==> config.mk <==
export PLATFORM = sky130hd
export DESIGN_NAME = multi_pwm
export DESIGN_NICKNAME = d
export VERILOG_FILES = /design/src/rtl/multi_pwm.sv
export SDC_FILE = /design/constraint.sdc
export NUM_CORES = 1
export LEC_CHECK = 0
export ABC_AREA = 1
export CORE_ASPECT_RATIO = 1.4
export CORE_MARGIN = 5
export CORE_UTILIZATION = 28
export CTS_CLUSTER_SIZE = 30
export DETAILED_ROUTE_END_ITERATION = 8
export PLACE_DENSITY_LB_ADDON = 0.1
export SLEW_MARGIN = 20
export SYNTH_ARGS = -nofsm -noshare
export SYNTH_HDL_FRONTEND = slang
export SYNTH_SLANG_ARGS = --single-unit
export TNS_END_PERCENT = 5
==> constraint.sdc <==
create_clock -name clk -period 2.1 [get_ports clk]
set_input_delay 0.21 -clock clk [delete_from_list [all_inputs] [get_ports clk]]
set_output_delay 0.21 -clock clk [all_outputs]
set_load 0.01 [all_outputs]
==> src/rtl/multi_pwm.sv <==
// Multi-channel PWM generator with per-channel shadow/active duty registers.
// A free-running base counter drives all channels; a written duty is held in a
// shadow register and applied to the active register at the channel's wrap
// (or on the next edge while the block is disabled).
// Optional build macro: PWM_PHASE_STAGGER_EN spreads the channels' period
// starts evenly across the base period. Without it every channel is
// edge-aligned to the base counter.
module multi_pwm #(
  parameter int unsigned WIDTH  = 8,
  parameter int unsigned NUM_CH = 2,
  localparam int unsigned ChW   = (NUM_CH > 1) ? $clog2(NUM_CH) : 1
) (
  input  logic              clk,
  input  logic              rst,
  input  logic              en,
  input  logic              wr_en,
  input  logic [ChW-1:0]    wr_ch,
  input  logic [WIDTH-1:0]  wr_duty,
  output logic [NUM_CH-1:0] pwm_out,
  output logic [NUM_CH-1:0] pending,
  output logic              period_start
);

  // Phase distance between neighbouring channels when staggering is enabled.
  localparam int unsigned Step = (32'd1 << WIDTH) / NUM_CH;

`ifdef PWM_PHASE_STAGGER_EN
  localparam bit Stagger = 1'b1;
`else
  localparam bit Stagger = 1'b0;
`endif

  logic [WIDTH-1:0]  cnt_q, cnt_d;
  logic [WIDTH-1:0]  shadow_q [NUM_CH];
  logic [WIDTH-1:0]  shadow_d [NUM_CH];
  logic [WIDTH-1:0]  active_q [NUM_CH];
  logic [WIDTH-1:0]  active_d [NUM_CH];
  logic [WIDTH-1:0]  ecnt     [NUM_CH];
  logic [NUM_CH-1:0] pend_q, pend_d;
  logic [NUM_CH-1:0] pwm_q, pwm_d;
  logic              ps_q, ps_d;
  logic              wr_valid;

  // Writes addressed beyond the last channel are dropped.
  assign wr_valid = wr_en && (32'(wr_ch) < NUM_CH);

  // Per-channel effective count, phase-shifted only in the staggered build.
  always_comb begin
    for (int i = 0; i < NUM_CH; i++) begin
      ecnt[i] = Stagger ? cnt_q + WIDTH'(32'(i) * Step) : cnt_q;
    end
  end

  // Next-state: base counter, period pulse, duty transfer and PWM compare.
  always_comb begin
    logic apply;
    logic hit;
    apply    = 1'b0;
    hit      = 1'b0;
    cnt_d    = en ? cnt_q + WIDTH'(1) : '0;
    ps_d     = en && (cnt_q == '0);
    shadow_d = shadow_q;
    active_d = active_q;
    pend_d   = pend_q;
    pwm_d    = '0;
    for (int i = 0; i < NUM_CH; i++) begin
      // Running: transfer at this channel's wrap. Stopped: transfer whenever pending.
      apply    = en ? (ecnt[i] == '1) : pend_q[i];
      hit      = wr_valid && (32'(wr_ch) == 32'(i));
      // Compare uses the pre-transfer active duty so the wrap cycle stays glitch-free.
      pwm_d[i] = en && (ecnt[i] < active_q[i]);
      // Active takes the old shadow even if a write lands in the same cycle.
      if (apply) begin
        active_d[i] = shadow_q[i];
      end
      if (hit) begin
        shadow_d[i] = wr_duty;
      end
      pend_d[i] = hit | (pend_q[i] & ~apply);
    end
  end

  // State registers; reset dominates enable and writes.
  always_ff @(posedge clk) begin
    if (rst) begin
      cnt_q    <= '0;
      shadow_q <= '{default: '0};
      active_q <= '{default: '0};
      pend_q   <= '0;
      pwm_q    <= '0;
      ps_q     <= 1'b0;
    end else begin
      cnt_q    <= cnt_d;
      shadow_q <= shadow_d;
      active_q <= active_d;
      pend_q   <= pend_d;
      pwm_q    <= pwm_d;
      ps_q     <= ps_d;
    end
  end

  assign pwm_out      = pwm_q;
  assign pending      = pend_q;
  assign period_start = ps_q;

endmodule
==> results by group <==
Outcome
  – Status: complete, no violations

STA
  – Final worst path period need: 1590 ps
  – Total negative slack: 0 ps
  – Min Hold Slack: 478 ps
  – Final setup viols: 0
  – Clock Skew: 6.71 ps
  – RSZ-0062 raised after global routing: no
  – Fin. max-slew vios: 0
  – Highest clock rate: 629 MHz
  – Fin crit share: 75.7%
  – Final Hold Vio Count: 0
  – Max_slew headroom: 72.7%
  – Slew @ Worst Pin: 409 ps

Logic synthesis
  – Post-synthesis area per instance: 7.52 um2
  – Synth cell types: 25
  – Ys async rst share: 0%
  – Mapped Nets: 320
  – FF+latch count, synth: 45
  – Sequential element share of the synthesized area: 41.2%
  – Post-Synthesis Cell Area: 2190 um2
  – Yosys warnings: 0
  – Cells after synthesis: 291
  – EDFF count, synth: 0
  – Top FF cell, synth: dfxtp_1

Detailed routing
  – Final ANT Viol Nets: 0
  – Drc violations: 0
  – Avg WL per Cell: 12.2 um
  – Vias per std cell: 4.42
  – First DRT Iteration DRCs: 53
  – First-pass DRT Iterations: 4
  – Total wire length: 5.01 mm
  – Via count: 1822

Die
  – Initial Util: 28.4%
  – Die area: 9700 um2
  – Core area: 7700 um2
  – Die H: 115 um
  – Io pins: 18
  – Cell Rows: 38
  – Die X: 84.7 um

Setup path
  – CP top delay family: simple AND/OR/NAND/NOR gates
  – Critical Path RT: 2300 ps
  – Critical Path Start Type: flip-flop
  – CP Launch Point: cnt_q[1]$_SDFF_PP0_
  – Cells along the critical path: ha_1 > nand2_1 > nor2_4 > nand2_4 > a21oi_1 > nor2_1
  – Crit-path max cell delay: 450 ps
  – Worst R2R Path Depth: 6
  – Critical Path Slowest Stage Cell: dfxtp_1
  – Reg2reg start: cnt_q[1]$_SDFF_PP0_
  – CP endpoint kind: flip-flop
  – Reg-to-Reg End: active_q[15]$_SDFFE_PP0P_
  – CP Max Fanout: 32
  – Critical Path AT: 1790 ps
  – CP bufs+invs: 0
  – Flop-to-flop setup slack: 510 ps
  – Setup CP Type: reg -> reg

Layout
  – Layout cells sized above 1: 11.2%
  – Total Nets Final: 340
  – Final cell count without fillers: 412
  – N_diodes: 0
  – Synth-to-Final Area Change: 17.0%
  – Commonest non-fill, non-tap cells in the layout: nor2_1, nand2_1, dfxtp_1
  – Commonest non-fill, non-tap cell in the layout: nor2_1

Power
  – Clk pwr share: 37.7%
  – Leakage: 0.00120 uW
  – Max VDD drop: 207 uV
  – Cell Pwr Density: 695 nW/um2
  – Internal: 1340 uW
  – Switch share: 24.8%
  – Reg power frac: 51.4%
  – Sw power: 441 uW
  – Combinational power share: 11.0%

CTS
  – Clk root buf: clkbuf_8
  – CTS resizes: 0
  – Cts hold-fix bufs: 0
  – # H-tree levels: 2
  – Sink Count: 45
  – Post-CTS Setup Bufs: 0
  – Clk buf depth: 2
  – CTS tree: done
  – CTS clk-pin slew, worst paths: 90 ps
  – CTS Buf Count: 5
  – Worst-Skew Late Latency: 300 ps

Place
  – Routability congestion estimate: 0.806
  – DP Wirelength: 3.77 mm
  – Port Buffers: 17
  – Placed instance count: 404

Global routing
  – First-pass GRT wire length: 8.49 mm
  – Largest net degree at the start of global routing: 33
  – Total global-route track usage: 11.2%
  – Global route overflow: 0
  – Initial antenna violation count: 0
  – Vias in the first global route: 1741

Run
  – Max-cap check violation count: 0

Hold path
  – Worst hold path stage count: 1
  – Hold Startpoint: cnt_q[0]$_SDFF_PP0_
  – Hold endpoint: cnt_q[0]$_SDFF_PP0_
  – Hold Crit Class: reg -> reg
[logic make-up (layout without fill, tap and decap cells)]
logic type | Yosys count | in the layout | share of synthesized area [%]
AO/OA/AOI/OAI | 43 | 43 | 10.0
XOR/XNOR | 2 | 2 | 0.801
adder cells (fa/ha/maj) | 16 | 16 | 9.15
flip-flops | 45 | 45 | 41.2
AND/OR/NAND/NOR | 144 | 144 | 30.3
buffers and inverters | 41 | 62 | 8.58
[layout make-up]
type,instances,area [um2]
clock buffer,6,72.6
clock inverter,2,38.8
inverter,33,124
tap,100,125
multi-input combinational,205,1100
fill,874,5140
sequential,45,901
timing repair buffer,21,200
[synth_stat cells (3+ instances only)]
library cell	count	area share (%)
a21oi_1	24	5.5
nand3_1	15	3.4
o21ai_0	13	3.0
nor2_2	3	0.86
inv_1	26	4.5
dfxtp_1	45	41
nor2_1	63	11
nand2_1	46	7.9
ha_1	16	9.2
o21ai_1	4	0.92
buf_2	3	0.69
buf_6	4	2.1
inv_2	7	1.2
nand3_2	10	4.6
[metal layers]
metal	vias to the layer above	track usage, %	wire length [um]
met1	817	13.1	2240
li1	966	-	-
met5	-	0	0
met4	0	4.96	99
met2	33	19.6	2480
met3	6	2.38	197
[how the worst max path moves through the flow]
stage	to	depth (start not counted)
final	active_q[15]$_SDFFE_PP0P_	6
after global routing	active_q[15]$_SDFFE_PP0P_	6
after CTS	active_q[15]$_SDFFE_PP0P_	6
after detailed placement	active_q[15]$_SDFFE_PP0P_	6
after global placement	active_q[15]$_SDFFE_PP0P_	6
after floorplan	active_q[0]$_SDFFE_PP0P_	7
[through the flow]
stage / instance area [um2] / util, % / setup slack [ps] / power, uW
global route: 2560 / 33.2 / 359 / 1880
floorplan: 2190 / - / 825 / 1060
finish: 2560 / 33.2 / 510 / 1780
global placement: 2450 / 31.8 / 457 / 1130
CTS: 2560 / 33.2 / 459 / 1820
detailed placement: 2450 / 31.8 / 450 / 1130
[power groups by stage]
| stage | clock network (uW) | registers (uW) | logic, uW |
|---|---|---|---|
| after CTS | 703 | 915 | 200 |
| after detailed placement | 0 | 935 | 199 |
| after global placement | 0 | 935 | 198 |
| final | 670 | 915 | 195 |
| after floorplan | 0 | 933 | 125 |
| after global routing | 737 | 921 | 227 |
[state kept, by name (all words and copies together), names as in the netlist]
register,cells
active_q,16
cnt_q,8
pending,2
period_start,1
pwm_out,2
shadow_q,16
Note: power is estimated with default switching activity, not from simulation.
